===== src/rtl/dist_xfer_pkg.sv =====
// dist_xfer_pkg -- shared definitions for the distribution transfer unit.
//   state_t     : controller FSM states
//   req_t       : one buffered request (write flag, byte address, line payload)
//   addr_bad()  : true when a line address is misaligned or out of range
package dist_xfer_pkg;

  localparam int LINE_W          = 256;
  localparam int LINE_OFS_BITS   = 5;   // 32-byte lines
  localparam int ADDR_LIMIT_BITS = 12;  // data memory spans 4 KiB
  localparam int ADDR_W          = 32;

  typedef enum logic [2:0] {
    IDLE,
    CHECK,
    ISSUE,
    WAIT_HI,
    WAIT_LO,
    RESP
  } state_t;

  typedef struct packed {
    logic              write;
    logic [ADDR_W-1:0] addr;
    logic [LINE_W-1:0] data;
  } req_t;

  localparam int REQ_W = $bits(req_t);

  function automatic logic addr_bad(input logic [ADDR_W-1:0] a);
    return (a[LINE_OFS_BITS-1:0] != '0) || (a[ADDR_W-1:ADDR_LIMIT_BITS] != '0);
  endfunction

endpackage


===== src/rtl/dist_req_fifo.sv =====
// dist_req_fifo -- small synchronous FIFO for incoming requests.
//   clk, rst          : clock, asynchronous active-high reset
//   push, push_data   : enqueue (ignored when full)
//   pop, pop_data     : dequeue (ignored when empty); pop_data is the head entry
//   full, empty       : occupancy flags
// Push and pop in the same cycle are both honoured.
module dist_req_fifo #(
  parameter int WIDTH = 8,
  parameter int DEPTH = 2
) (
  input  logic             clk,
  input  logic             rst,
  input  logic             push,
  input  logic [WIDTH-1:0] push_data,
  input  logic             pop,
  output logic [WIDTH-1:0] pop_data,
  output logic             full,
  output logic             empty
);

  localparam int PW = (DEPTH > 1) ? $clog2(DEPTH) : 1;
  localparam int CW = $clog2(DEPTH + 1);
  localparam logic [PW-1:0] LAST = PW'(DEPTH - 1);

  logic [WIDTH-1:0] mem [DEPTH];
  logic [PW-1:0]    wr_ptr;
  logic [PW-1:0]    rd_ptr;
  logic [CW-1:0]    count;
  logic             do_push;
  logic             do_pop;

  assign do_push  = push & ~full;
  assign do_pop   = pop & ~empty;
  assign full     = (count == CW'(DEPTH));
  assign empty    = (count == '0);
  assign pop_data = mem[rd_ptr];

  // NOTE: registers use non-blocking assignments so every flop samples pre-edge values.
  always_ff @(posedge clk or posedge rst) begin
    if (rst) begin
      wr_ptr <= '0;
      rd_ptr <= '0;
      count  <= '0;
    end else begin
      if (do_push) wr_ptr <= (wr_ptr == LAST) ? '0 : wr_ptr + PW'(1);
      if (do_pop)  rd_ptr <= (rd_ptr == LAST) ? '0 : rd_ptr + PW'(1);
      count <= count + CW'(do_push) - CW'(do_pop);
    end
  end

  // NOTE: storage is not reset; the pointers and count decide which entries are live.
  always_ff @(posedge clk) begin
    if (do_push) mem[wr_ptr] <= push_data;
  end

endmodule


===== src/rtl/dist_xfer_unit.sv =====
// dist_xfer_unit -- moves 256-bit lines between a request/response port and a
// data memory that signals completion with a clk_stall high-then-low pulse.
//   clk, rst                     : clock, asynchronous active-high reset
//   req_valid/ready/write/addr/data : request channel (buffered in a 2-entry FIFO)
//   rsp_valid/ready/data/err     : response channel (held until rsp_ready)
//   addr, dist_in, DMemRead, DMemWrite : data memory command, live only in ISSUE
//   dist_out, clk_stall          : data memory return line and busy flag
// Optional build macro DIST_XFER_STATS_EN adds saturating 16-bit counters
// stat_loads, stat_stores and stat_errs, bumped at each response handshake.
module dist_xfer_unit
  import dist_xfer_pkg::*;
#(
  parameter int TIMEOUT_CYCLES = 16
) (
  input  logic              clk,
  input  logic              rst,
  input  logic              req_valid,
  output logic              req_ready,
  input  logic              req_write,
  input  logic [ADDR_W-1:0] req_addr,
  input  logic [LINE_W-1:0] req_data,
  output logic              rsp_valid,
  input  logic              rsp_ready,
  output logic [LINE_W-1:0] rsp_data,
  output logic              rsp_err,
  output logic [ADDR_W-1:0] addr,
  output logic              DMemRead,
  output logic              DMemWrite,
  output logic [LINE_W-1:0] dist_in,
  input  logic [LINE_W-1:0] dist_out,
  input  logic              clk_stall
`ifdef DIST_XFER_STATS_EN
  ,
  output logic [15:0]       stat_loads,
  output logic [15:0]       stat_stores,
  output logic [15:0]       stat_errs
`endif
);

  localparam int CNT_W = $clog2(TIMEOUT_CYCLES + 1);
  localparam logic [CNT_W-1:0] CNT_LAST = CNT_W'(TIMEOUT_CYCLES - 1);

  state_t            state, state_d;
  logic [CNT_W-1:0]  cnt, cnt_d;
  logic [LINE_W-1:0] rsp_data_d;
  logic              rsp_err_d;
  logic              pop;
  logic              fifo_full;
  logic              fifo_empty;
  req_t              req_in;
  req_t              fifo_head;
  req_t              work;
  logic              in_issue;

  assign req_in = '{write: req_write, addr: req_addr, data: req_data};

  // Reset empties the FIFO, but req_ready must also read 0 while rst is held.
  assign req_ready = ~fifo_full & ~rst;

  dist_req_fifo #(
    .WIDTH(REQ_W),
    .DEPTH(2)
  ) u_fifo (
    .clk      (clk),
    .rst      (rst),
    .push     (req_valid & req_ready),
    .push_data(req_in),
    .pop      (pop),
    .pop_data (fifo_head),
    .full     (fifo_full),
    .empty    (fifo_empty)
  );

  // NOTE: every signal gets a default before the case so no latch is inferred.
  always_comb begin
    state_d    = state;
    cnt_d      = cnt;
    rsp_data_d = rsp_data;
    rsp_err_d  = rsp_err;
    pop        = 1'b0;
    case (state)
      IDLE: begin
        if (!fifo_empty) begin
          pop     = 1'b1;
          state_d = CHECK;
        end
      end
      CHECK: begin
        if (addr_bad(work.addr)) begin
          rsp_err_d  = 1'b1;
          rsp_data_d = '0;
          state_d    = RESP;
        end else begin
          state_d = ISSUE;
        end
      end
      ISSUE: begin
        cnt_d   = '0;
        state_d = WAIT_HI;
      end
      WAIT_HI: begin
        if (clk_stall) begin
          cnt_d   = '0;
          state_d = WAIT_LO;
        end else if (cnt == CNT_LAST) begin
          rsp_err_d  = 1'b1;
          rsp_data_d = '0;
          state_d    = RESP;
        end else begin
          cnt_d = cnt + CNT_W'(1);
        end
      end
      WAIT_LO: begin
        if (!clk_stall) begin
          rsp_err_d  = 1'b0;
          rsp_data_d = work.write ? '0 : dist_out;
          state_d    = RESP;
        end else if (cnt == CNT_LAST) begin
          rsp_err_d  = 1'b1;
          rsp_data_d = '0;
          state_d    = RESP;
        end else begin
          cnt_d = cnt + CNT_W'(1);
        end
      end
      RESP: begin
        if (rsp_ready) state_d = IDLE;
      end
      default: state_d = IDLE;
    endcase
  end

  always_ff @(posedge clk or posedge rst) begin
    if (rst) begin
      state    <= IDLE;
      cnt      <= '0;
      rsp_data <= '0;
      rsp_err  <= 1'b0;
    end else begin
      state    <= state_d;
      cnt      <= cnt_d;
      rsp_data <= rsp_data_d;
      rsp_err  <= rsp_err_d;
    end
  end

  // Working copy of the popped head; only read once state has left IDLE.
  always_ff @(posedge clk) begin
    if (pop) work <= fifo_head;
  end

  // Memory command is decoded from state so an asynchronous reset clears it at once.
  assign in_issue  = (state == ISSUE);
  assign rsp_valid = (state == RESP);
  assign DMemRead  = in_issue & ~work.write;
  assign DMemWrite = in_issue & work.write;
  assign addr      = in_issue ? work.addr : '0;
  assign dist_in   = (in_issue & work.write) ? work.data : '0;

`ifdef DIST_XFER_STATS_EN
  always_ff @(posedge clk or posedge rst) begin
    if (rst) begin
      stat_loads  <= '0;
      stat_stores <= '0;
      stat_errs   <= '0;
    end else if (rsp_valid && rsp_ready) begin
      if (rsp_err) begin
        if (stat_errs != '1) stat_errs <= stat_errs + 16'd1;
      end else if (work.write) begin
        if (stat_stores != '1) stat_stores <= stat_stores + 16'd1;
      end else begin
        if (stat_loads != '1) stat_loads <= stat_loads + 16'd1;
      end
    end
  end
`endif

endmodule


===== config.mk =====
export PLATFORM = sky130hd
export DESIGN_NAME = dist_xfer_unit
export DESIGN_NICKNAME = d
export VERILOG_FILES = /design/src/rtl/dist_xfer_pkg.sv /design/src/rtl/dist_req_fifo.sv /design/src/rtl/dist_xfer_unit.sv
export SDC_FILE = /design/constraint.sdc
export NUM_CORES = 1
export LEC_CHECK = 0
export CAP_MARGIN = 20
export CORE_AREA = 5 5 421 423
export DETAILED_ROUTE_END_ITERATION = 10
export DIE_AREA = 0 0 426 428
export GPL_TIMING_DRIVEN = 0
export PLACE_DENSITY = 0.44
export SYNTH_ARGS = -nofsm -noshare
export SYNTH_HDL_FRONTEND = slang
export SYNTH_SLANG_ARGS = --single-unit

===== constraint.sdc =====
create_clock -name clk -period 19.1 [get_ports clk]
set_input_delay 1.91 -clock clk [delete_from_list [all_inputs] [get_ports clk]]
set_output_delay 1.91 -clock clk [all_outputs]
set_load 0.005 [all_outputs]

=== Word level (Yosys, flattened, before mapping) ===
Memories as Yosys holds them, arrays and structs flattened. A register that Yosys moved wholly into a read port is not among the register bits.
Cells that the tools add are included.

* Bits in writable memories: 578
* Register bits: 269
* Memories: 1
* Input bits: 550
* Output and inout bits: 549

{| class="wikitable"
|+ Memory list
! memory !! depth !! bits a word !! read ports !! clocked after memory_dff !! write ports !! RTL line !! text
|-
| u_fifo.mem || 2 || 289 || 1 || 1 || 1 || dist_req_fifo.sv:25 || <nowiki>logic [WIDTH-1:0] mem [DEPTH];</nowiki>
|}

* Equality and inequality tests: 12
* Mux-type cells: 30
* Reductions and logical operators: 10
* Add/sub/neg operators: 5
* Bitwise logic cells: 10

{| class="wikitable"
|+ Operators by type and width
! operator !! number
|-
| 2-to-1 mux 256 bit || 6
|-
| case mux 256 bit (3 select lines) || 1
|-
| 2-to-1 mux 32 bit || 1
|-
| nonzero test 20 bit || 1
|-
| 2-to-1 mux 3 bit || 6
|-
| case mux 3 bit (6 select lines) || 1
|-
| 2-to-1 mux 5 bit || 3
|-
| case mux 5 bit (3 select lines) || 1
|-
| 2-to-1 mux 1 bit || 10
|-
| inequality test 2 bit (second input constant) || 4
|-
| AND 1 bit || 6
|-
| == test 3 x 2 -> 1 bit (second input constant) || 2
|-
| == test 3 bit (second input constant) || 2
|-
| nonzero test 3 bit || 2
|-
| adder 5 x 1 -> 5 bit (second input constant) || 1
|-
| == test 5 x 4 -> 1 bit (second input constant) || 1
|-
| nonzero test 5 bit || 1
|-
| NOT 1 bit || 4
|-
| AND reduction 2 bit || 2
|-
| == test 3 x 1 -> 1 bit (second input constant) || 1
|-
| zero test 3 bit || 1
|-
| case mux 1 bit (3 select lines) || 1
|-
| AND reduction 3 bit || 1
|-
| adder 1 bit (second input constant) || 2
|-
| other kinds (6) || 6
|}

=== Logic depth before layout (Yosys ltp) ===
Gate-level depths: netlist of the first run.

* Depth after elaboration: 7
* Mapped depth: 9
* Mapped depth without buffers: 7

=== By module ===
A second synthesis of the first run with hierarchy kept.

* Cell total of the unflattened synthesis: 2213
* Area total of the unflattened synthesis: 42116.6 sq um

{| class="wikitable"
|+ Modules (own cells, without submodules)
! module !! area each (sq um) !! times used !! cells each
|-
| dist_req_fifo || 21419.3 || 1 || 918
|-
| dist_xfer_unit || 20697.4 || 1 || 1295
|}

=== Least setup slack after synthesis of the first run ===
No wires, ideal clock.

* Path kind: register to register
* From: reg state[1]
* To: reg u_fifo.count[1]
* Cell stages (with the launch flop): 9
* Arrival: 15.606 ns
* Required time: 19.020 ns
* Path slack: 3.415 ns
* Path buffers: 1
* Path through: dfrtp_1 buf_2 nor3_1 nor2b_1 ha_1 inv_1 ha_1 xnor2_1 xnor2_1

* Cells in the longest elaborated chain, start to end: 4

{| class="wikitable"
|+ RTL lines
! item !! RTL line !! text
|-
| start, declared || dist_xfer_unit.sv:43 || <nowiki>state_t state, state_d;</nowiki>
|-
| start signal, assigned || dist_xfer_unit.sv:140 || <nowiki>state <= state_d;</nowiki>
|-
| zero test 3 bit || dist_xfer_unit.sv:81 || <nowiki>case (state)</nowiki>
|-
| 2-to-1 mux 1 bit || dist_xfer_unit.sv:81 ||
|-
| net pop || dist_xfer_unit.sv:47 || <nowiki>logic pop;</nowiki>
|-
| AND 1 bit || dist_req_fifo.sv:33 || <nowiki>assign do_pop = pop & ~empty;</nowiki>
|-
| subtractor 2 x 1 -> 2 bit || dist_req_fifo.sv:47 || <nowiki>count <= count + CW'(do_push) - CW'(do_pop);</nowiki>
|-
| end signal, assigned || dist_req_fifo.sv:47 ||
|-
| end, declared || dist_req_fifo.sv:28 || <nowiki>logic [CW-1:0] count;</nowiki>
|}

The timed path passes the listed nets, and every way through them passes these cells.
A chain may end at the register's enable or synchronous reset.

=== Worst setup path in the final report of the first run ===
* From: reg state[2]
* To: out dist_in[117]

* Cells in the longest elaborated chain, start to end: 3

{| class="wikitable"
|+ RTL lines
! item !! RTL line !! text
|-
| == test 3 x 2 -> 1 bit || dist_xfer_unit.sv:153 || <nowiki>assign in_issue = (state == ISSUE);</nowiki>
|-
| AND 1 bit || dist_xfer_unit.sv:158 || <nowiki>assign dist_in = (in_issue & work.write) ? work.data : '0;</nowiki>
|-
| 2-to-1 mux 256 bit || dist_xfer_unit.sv:158 ||
|-
| end, declared || dist_xfer_unit.sv:29 || <nowiki>output logic [LINE_W-1:0] dist_in,</nowiki>
|}

Every way passes these cells.

==> reports/results.ini, run 1 <==
[outcome]
status=finished, final reports clean

[synth]
synth-main-ff-cell=edfxtp_1
synth.net_count=2767
synth_area_um2=41400
synth_async_sr_flop_share_pct=23.7
ys_warn_count=0
ys_types=39
synth_seq_cells=1136
synth_cells=2214
avgSynthCellArea_um2=18.7
synth_seq_area_share_pct=79.1
synth-edff-count=867

[placement]
dp.cells=5674
gp_congestion=0.862
portBuffers=1097
hpwl_mm=137

[global_routing]
first_global_vias=26980
grt_util_all_layers_pct=18.8
grt_max_degree=116
antenna_found_initial=73
grt_overflow=0
grt_pass1_wl_mm=236

[power_and_ir_drop]
internal_power_w=0.00555
p_per_area_nw_per_um2=128
pwr-share-comb_pct=23.5
pwr-share-clk_pct=33.1
p_sw_share_pct=28.4
p_leak_nw=22.3
p_sw_w=0.00220
seqPwrFrac_pct=43.4
ir_drop_v=0.0000832

[drt]
via_per_inst=4.36
via_count=25863
drc=0
wirelength_mm=177
drt_pre_antenna_iters=5
ant_nets=0
drt_iter0_drc=1543
wire_per_inst_um=29.9

[timing]
max_slew_margin_pct=36.3
grt_setup_unrepaired=no
fin_crit_ns=6.11
holdWs_ns=0.502
tightest_slew_ns=0.956
fmax_mhz=164
finalClockSkew_ns=0.0231
fin_crit_sh_pct=32.0
fin_setup_tns_ns=0
hold_violations=0
setup_viol=0
slew_viol_final=0

[cells_and_area]
syn2layout_area_growth_pct=46.3
layoutNonFillerInstCount=5932
mostFrequentLayoutCells=clkdlybuf4s50_1, edfxtp_1, mux2_2
drive_above_1_share_pct=15.4
multi_input_area_um2=7840
fin_nets=4043
final_common_cell=clkdlybuf4s50_1
regArea_um2=32800
nFillCells=16824

[worst_setup_path]
path_buf_inv=5
critical_path.top_delay_family=buffers and inverters
critPathLaunch=state[2]$_DFFE_PP0P_
path_cells=buf_4, nand2b_1, nor2_2, buf_16, clkbuf_1, clkbuf_1, and3_1, clkdlybuf4s50_1
max_stage_delay_ns=0.72
critPathLaunchType=register
cp_max_fo=10
cp.required_ns=17.19
cp.arrival_ns=4.20
end_kind=output port
r2r_start=state[1]$_DFFE_PP0P_
critPathKind=reg -> out
cp_common_cell=clkbuf_1
slowest_stage=clkbuf_1

[floorplanning]
die_h_um=428
core_um2=173000
fp-row-count=153
die_w_um=426
start_util_pct=23.9
dieArea_um2=182000
ioPinCount=1099

[clock_network]
cts_buffer_depth=3
cts_htree_levels=4
post-cts-setup-buffer-count=0
clk_pin_slew_worst_paths_ns=0.06
cts_tree=yes
clkSinkCount=1136
holdBufCountCts=0
cts_root_buf=clkbuf_16
insertion_delay_ns=0.77
cts_resized=0
numCtsBuffers=139

[min_path]
min_from=rsp_data[234]$_DFFE_PP0P_
hold_path_class=reg -> reg

[job]
drv_cap=0

[layer usage]
| layer | up-vias | GRT usage [%] | routed length [um] | share of wire [%] |
|---|---|---|---|---|
| li1 | 11277 | - | - | - |
| met1 | 13389 | 18.4 | 59100 | 33 |
| met2 | 867 | 36.7 | 100000 | 57 |
| met3 | 304 | 4.92 | 10200 | 5.8 |
| met4 | 26 | 8.19 | 7370 | 4.2 |
| met5 | - | 0 | 191 | 0.11 |
[stage by stage]
stage | utilization, % | area [um^2] | power, W | worst slack [ns]
2_1_floorplan | - | 41400 | 0.00436 | 3.41
6_report | 35.0 | 60600 | 0.00775 | 12.99
5_1_grt | 35.0 | 60600 | 0.00809 | 12.54
4_1_cts | 35.0 | 60500 | 0.00790 | 12.52
3_3_place_gp | 32.0 | 55300 | 0.00549 | -8.90
3_5_place_dp | 32.5 | 56200 | 0.00528 | 13.41
[final timing paths]
check                                            end  slack (ns)  depth (start not counted)
min                        rsp_data[234]$_DFFE_PP0P_        0.50                          1
max reg2reg                      work[176]$_DFFE_PP_       16.04                          9
min reg2reg                rsp_data[234]$_DFFE_PP0P_        0.50                          1
max in group asynchronous    rsp_data[5]$_DFFE_PP0P_       15.54                          4
min in group asynchronous       state[2]$_DFFE_PP0P_        1.95                          2
max                                     dist_in[117]       12.99                          8
[flip-flops by register name, summed over array words and instances, names as in the netlist]
name           cells
u_fifo.wr_ptr      1
u_fifo.rd_ptr      1
state              3
u_fifo.count       2
cnt                5
rsp_data         256
rsp_err            1
work             289
u_fifo.mem       578
[kinds of logic after synthesis]
logic type | synth area share (%)
multiplexers | 7.86
adder cells (fa/ha/maj) | 0.0907
buffers and inverters | 2.00
flip-flops | 79.1
AND/OR/NAND/NOR | 5.03
AO/OA/AOI/OAI | 5.78
XOR/XNOR | 0.106
[power groups by stage]
stage                     Combinational (W)  Sequential (W)  Clock [W]
after floorplan                    0.000843         0.00352          0
after global placement              0.00179         0.00370          0
after detailed placement            0.00188         0.00341          0
after CTS                           0.00189         0.00336    0.00265
after global routing                0.00194         0.00340    0.00275
final                               0.00182         0.00336    0.00256
[area by class of cell]
cell class | count | area share [%]
inverter | 7 | 0.0558
timing repair buffer | 1135 | 19.5
sequential | 1136 | 54.1
clock buffer | 191 | 6.30
clock inverter | 45 | 0.863
antenna | 22 | 0.0909
buffer | 154 | 1.33
tap | 2325 | 4.80
multi-input combinational | 917 | 12.9
[synth_stat cells, types with 2 or more instances]
cell type    n  area, um^2
nor2_1      10        37.5
ha_1         3        37.5
o21ai_1      2        10.0
xor2_1       2        17.5
xnor2_1      3        26.3
mux2_2     289        3250
a22o_1     253        2220
o21ai_0      6        30.0
nor4_1       5        31.3
nor2b_1      2        12.5
and3_1     257        1610
nand3_1      3        15.0
dfrtp_1    269        6730
nor3_1       5        25.0
nand2_1     14        52.6
inv_1        7        26.3
buf_1        4        15.0
a21oi_1      9        45.0
buf_2        9        45.0
a32oi_1      2        17.5
and2_1      34         213
a32o_1       3        30.0
buf_6       28         315
edfxtp_1   867       26000
clkbuf_1   112         420
nand4_1      3        18.8
Note: power is estimated with default switching activity, not from simulation.
==> run 2: changes to the inputs <==
clock period = 6 ns   (was 19.1 ns; I/O delays follow)
==> run 2 against run 1 <==
Hold slack lost 0.15 ns. Combinational power grew to 3.1 times the previous value. Core utilization is essentially flat. Sequential cell count is the same. Register-to-register slack lost 13 ns. Final area grew 0.10%. Clock power grew to 3.2 times the previous value. Sequential share of layout area shrank 0.055 points. Non-clock buffer count grew 4. Wire length shrank 0.52%. Count of clock-buffer cells in the layout shrank 10. Die area is the same. Largest cell class unchanged. Largest power group unchanged. Highest routed layer unchanged.
==> reports/results.ini, run 2 (synthesis results as in run 1) <==
[worst_setup_path]
critPathKind=reg -> out
end_kind=output port
path_cells=buf_4, nand2b_1, nor2_2, buf_8, clkbuf_1, clkbuf_1, and3_1, clkdlybuf4s50_1
cp.depth=8  ; unchanged
max_stage_delay_ns=0.75  ; +0.03 ns
critPathLaunchType=register
cp_max_fo=10  ; unchanged
path_buf_inv=5  ; unchanged
slowest_stage=clkbuf_1
cp.required_ns=5.40  ; -11.79 ns
reg2reg_depth=6  ; -3
cp.arrival_ns=4.03  ; -0.17 ns
critical_path.top_delay_family=buffers and inverters
cp_common_cell=clkbuf_1

[cells_and_area]
top_regs=u_fifo.mem x578, work x289, rsp_data x256
syn2layout_area_growth_pct=46.4
fin_nets=4046  ; +0.074%
drive_above_1_share_pct=15.8  ; +0.42 points
largest-register=u_fifo.mem
mostFrequentLayoutCells=clkdlybuf4s50_1, edfxtp_1, mux2_2
final_util_pct=35.0  ; +0.035 points
largest_reg_flops=578  ; unchanged
final_common_cell=clkdlybuf4s50_1
layoutNonFillerInstCount=5948  ; +0.27%

[outcome]
status=finished, final reports clean

[global_routing]
grt_max_degree=57  ; -51%
grt_util_all_layers_pct=18.8  ; -0.045 points
met2_usage_pct=36.1  ; -0.59 points
first_global_vias=26925  ; -0.20%
antenna_found_initial=74  ; +1.4%
met3_usage_pct=5.11  ; +0.18 points
gr-usage-met1_pct=19.0  ; +0.53 points
grt_pass1_wl_mm=235  ; -0.27%
busiest_layer=met2
grt_overflow=0  ; unchanged

[floorplanning]
start_util_pct=23.9  ; unchanged
fp-row-count=153  ; unchanged
die_h_um=428  ; unchanged
die_w_um=426  ; unchanged
dieArea_um2=182000  ; unchanged
ioPinCount=1099  ; unchanged
core_um2=173000  ; unchanged

[drt]
wire_per_inst_um=29.6  ; -0.79%
wirelength_mm=176  ; -0.52%
via_per_inst=4.33  ; -0.74%
ant_nets=0  ; unchanged
drt_pre_antenna_iters=4  ; -1
drt_iter0_drc=1590  ; +3.0%
via_count=25740  ; -0.48%
drc=0  ; unchanged

[clock_network]
cts_tree=yes
cts_htree_levels=4  ; unchanged
clk_pin_slew_worst_paths_ns=0.06  ; about the same
post-cts-setup-buffer-count=0  ; unchanged
holdBufCountCts=0  ; unchanged
numCtsBuffers=138  ; -0.72%
cts_buffer_depth=3  ; unchanged
cts_resized=0  ; unchanged
insertion_delay_ns=0.79  ; +0.02 ns
clkSinkCount=1136  ; unchanged
cts_root_buf=clkbuf_16

[placement]
gp_congestion=0.853  ; -1.1%
portBuffers=1097  ; unchanged
hpwl_mm=137  ; +0.28%
pre_cts_slack_ns=1.91  ; -11.50 ns
dp.cells=5678  ; +0.070%

[min_path]
whs_path_depth=3  ; +2
hold_path_class=in -> reg

[timing]
hold_violations=0  ; unchanged
tightest_slew_ns=1.06  ; +0.108 ns
fin_crit_ns=4.63
max_slew_margin_pct=29.1  ; -7.2 points
setup_slack_ns=1.37  ; -11.62 ns
setup_viol=0  ; unchanged
holdWs_ns=0.353  ; -0.149 ns
grt_setup_unrepaired=no
slew_viol_final=0  ; unchanged
fin_crit_sh_pct=77.2
fmax_mhz=216
fin_setup_tns_ns=0  ; unchanged
finalClockSkew_ns=0.0421  ; +0.0190 ns

[power_and_ir_drop]
p_per_area_nw_per_um2=405  ; +220%
ir_drop_v=0.000273  ; +230%
p_leak_nw=22.3  ; +0.18%

[job]
drv_cap=0  ; unchanged

==> run 2: cell count changes in the layout (fill, tap and decap cells not counted), sizes merged, moves of 3 or more <==
cell	before	now
clkinv	27	53
inv	17	14
clkbuf	303	293
buf	80	84
clkinvlp	1	4
==> run 2: cell type report <==
| type | instances | area [um^2] |
|---|---|---|
| Clock buffer | 181 | 3760 |
| Tap cell | 2325 | 2910 |
| Buffer | 154 | 811 |
| Inverter | 7 | 30.0 |
| Clock inverter | 69 | 592 |
| Multi-Input combinational cell | 917 | 7840 |
| Antenna cell | 20 | 50.0 |
| Sequential cell | 1136 | 32800 |
| Timing Repair Buffer | 1139 | 11900 |
| Fill cell | 16767 | 112000 |
==> run 2: report_power, final <==
| part | total, W | internal (W) | leakage, nW | switching, W |
|---|---|---|---|---|
| sequential | 0.0108 | 0.0102 | 11.6 | 0.000561 |
| clock | 0.00807 | 0.00466 | 2.12 | 0.00342 |
| combinational | 0.00569 | 0.00268 | 8.61 | 0.00301 |
==> run 2: metrics by stage <==
step / power, W / instance area (um^2)
floorplan: 0.0136 / 41400
global placement: 0.0168 / 55300
detailed placement: 0.0168 / 56200
CTS: 0.0250 / 60600
global route: 0.0256 / 60600
finish: 0.0245 / 60600
==> run 2: per-layer routing <==
metal,share of wire [%],up-vias,wire length (um)
met5,0.094,-,166
met4,3.9,26,6930
met3,5.9,303,10400
met2,56,871,98200
li1,-,11309,-
met1,34,13231,60500
==> run 2: worst reg2reg max path: stages (launching register included) <==
cell      delay (ns)
edfxtp_1        0.36
clkbuf_1        0.46
nor3_1          0.43
buf_2           0.36
buf_2           0.36
buf_1           0.56
a22o_1          0.24
==> run 2: path summary, 6_finish.rpt <==
check	slack, ns	from	end
max	1.37	state[2]$_DFFE_PP0P_	dist_in[159]
min	0.35	clk_stall	rsp_data[254]$_DFFE_PP0P_
max reg2reg	3.15	work[288]$_DFFE_PP_	rsp_data[196]$_DFFE_PP0P_
min reg2reg	0.50	rsp_data[151]$_DFFE_PP0P_	rsp_data[151]$_DFFE_PP0P_
max in group asynchronous	4.50	rst	rsp_data[239]$_DFFE_PP0P_
min in group asynchronous	0.45	rst	rsp_data[72]$_DFFE_PP0P_
==> run 3: changes to the inputs <==
CORE_AREA = 5 5 419 421   (was 5 5 421 423)
DIE_AREA = 0 0 424 426   (was 0 0 426 428)
PLACE_DENSITY = 0.46   (was 0.44)
clock period = 4.1 ns   (was 6 ns; I/O delays follow)
==> run 3 against run 2 <==
Global-route usage down 1.2 points. Wire length down 6.7%. Worst setup slack worse by 1.1 ns. Sequential power up 44%. Final cell count down 1.6%. Hold slack worse by 0.18 ns. Clock power up 41%. Via count down 1.0%. Critical endpoint is now dist_in[169]. Largest cell class unchanged. Highest routed layer unchanged.
==> reports/results.ini, run 3 (synthesis results as in run 1) <==
[outcome]
status=finished, final reports clean

[floorplanning]
core_um2=171000  ; -1.2%
die_h_um=426  ; -0.47%
die_w_um=424  ; -0.47%
fp-row-count=152  ; -0.65%
start_util_pct=24.2  ; +0.29 points
ioPinCount=1099  ; unchanged
dieArea_um2=181000  ; -0.93%

[worst_setup_path]
slowest_stage=clkdlybuf4s50_1
cp.arrival_ns=3.44  ; -0.59 ns
max_stage_delay_ns=0.53  ; -0.22 ns
cp_max_fo=10  ; unchanged
path_cells=buf_4, nand2b_1, nor2_4, clkbuf_2, buf_8, clkbuf_1, and3_1, clkdlybuf4s50_1
critPathKind=reg -> out
critPathLaunchType=register
cp.required_ns=3.69  ; -1.71 ns
end_kind=output port

[clock_network]
holdBufCountCts=0  ; unchanged
insertion_delay_ns=0.78  ; about the same
cts_tree=yes
cts_root_buf=clkbuf_16
clkSinkCount=1136  ; unchanged
numCtsBuffers=135  ; -2.2%
cts_buffer_depth=3  ; unchanged
cts_htree_levels=4  ; unchanged
clk_pin_slew_worst_paths_ns=0.06  ; about the same

[timing]
hold_violations=0  ; unchanged
setup_viol=0  ; unchanged
fin_crit_sh_pct=93.8
fmax_mhz=260
fin_setup_tns_ns=0  ; unchanged
slew_viol_final=0  ; unchanged
grt_setup_unrepaired=no
tightest_slew_ns=0.946  ; -0.118 ns
holdWs_ns=0.172  ; -0.181 ns
max_slew_margin_pct=37.0  ; +7.8 points
finalClockSkew_ns=0.0198  ; -0.0223 ns
fin_crit_ns=3.85

[global_routing]
grt_overflow=0  ; unchanged
grt_max_degree=54  ; -5.3%
grt_util_all_layers_pct=17.6  ; -1.2 points
antenna_found_initial=45  ; -39%
grt_pass1_wl_mm=222  ; -5.6%
first_global_vias=27067  ; +0.53%

[power_and_ir_drop]
power.total_w=0.0353  ; +44%
ir_drop_v=0.000401  ; +47%
p_leak_nw=22.3  ; about the same
p_per_area_nw_per_um2=583  ; +44%

[placement]
portBuffers=1097  ; unchanged
dp.cells=5590  ; -1.5%
hpwl_mm=125  ; -8.6%
gp_congestion=0.891  ; +4.5%
place_area_um2=56200  ; about the same

[cells_and_area]
mostFrequentLayoutCells=clkdlybuf4s50_1, edfxtp_1, mux2_2
regArea_um2=32800  ; unchanged
largest-register=u_fifo.mem
final_common_cell=clkdlybuf4s50_1
top_regs=u_fifo.mem x578, work x289, rsp_data x256
largest_reg_flops=578  ; unchanged
fin_nets=4047  ; +0.025%
layoutNonFillerInstCount=5851  ; -1.6%
drive_above_1_share_pct=16.3  ; +0.43 points
final_area_um2=60500  ; -0.24%
nFillCells=16421  ; -2.1%
syn2layout_area_growth_pct=46.1
multi_input_area_um2=7850  ; +0.14%

[min_path]
hold_path_class=in -> async

[drt]
via_per_inst=4.35  ; +0.63%
drt_pre_antenna_iters=5  ; +1
wirelength_mm=164  ; -6.7%
drc=0  ; unchanged
ant_nets=0  ; unchanged
via_count=25479  ; -1.0%
wire_per_inst_um=28.1  ; -5.1%
drt_iter0_drc=1468  ; -7.7%

[job]
drv_cap=0  ; unchanged

[run 3: path summary, 6_finish.rpt]
kind | from | to | slack [ns] | cells after the start
min in group clk | req_data[230] | u_fifo.mem[1][230]$_DFFE_PP_ | 0.21 | 1
worst max-delay path | state[2]$_DFFE_PP0P_ | dist_in[169] | 0.25 | 8
max in group asynchronous | rst | rsp_data[3]$_DFFE_PP0P_ | 1.75 | 9
worst min register to register | rsp_data[241]$_DFFE_PP0P_ | rsp_data[241]$_DFFE_PP0P_ | 0.50 | 1
worst max register to register | u_fifo.rd_ptr$_DFFE_PP0P_ | work[250]$_DFFE_PP_ | 1.07 | 5
worst min-delay path | rst | state[0]$_DFFE_PP0P_ | 0.17 | 2
[run 3: final cells by class]
type / instances / area share, %
clock buffer: 171 / 5.98
antenna: 19 / 0.0786
tap: 2233 / 4.62
buffer: 153 / 1.37
clock inverter: 71 / 0.978
inverter: 7 / 0.0496
multi-input combinational: 917 / 13.0
sequential: 1136 / 54.2
timing repair buffer: 1144 / 19.8
[run 3: timing repair]
| item | in CTS | in global routing |
|---|---|---|
| pin swaps | 1 | 0 |
| gates resized for setup | 13 | 9 |
| hold endpoints to repair | 0 | 0 |
| endpoints found under the setup margin | 241 | 17 |
| buffers inserted | 1 | 0 |
[run 3: worst max-delay path: cells and delay by family, from the launching register on]
kind	cells	cell delay, ns
buffers and inverters	5	1.56
AND/OR/NAND/NOR	3	0.73
flip-flops	1	0.36
[run 3: metal layers]
| layer | vias up | wire length (um) | track usage (%) |
|---|---|---|---|
| li1 | 11309 | - | - |
| met3 | 290 | 11800 | 5.94 |
| met1 | 12970 | 54400 | 17.0 |
| met5 | - | 172 | 0 |
| met2 | 884 | 90500 | 33.5 |
| met4 | 26 | 7410 | 8.21 |
[run 3: where the power goes]
part	switching, W	total (W)	internal [W]
sequential	0.000716	0.0156	0.0149
combinational	0.00426	0.00823	0.00397
clock	0.00505	0.0114	0.00633
[run 3: per-stage QoR]
step                      setup slack [ns]  utilization (%)
final                                0.253             35.4
after global routing                0.0151             35.4
after CTS                           0.0259             35.3
after detailed placement            0.0256             32.9
after global placement               -6.18             32.3
after floorplan                      -2.19                -
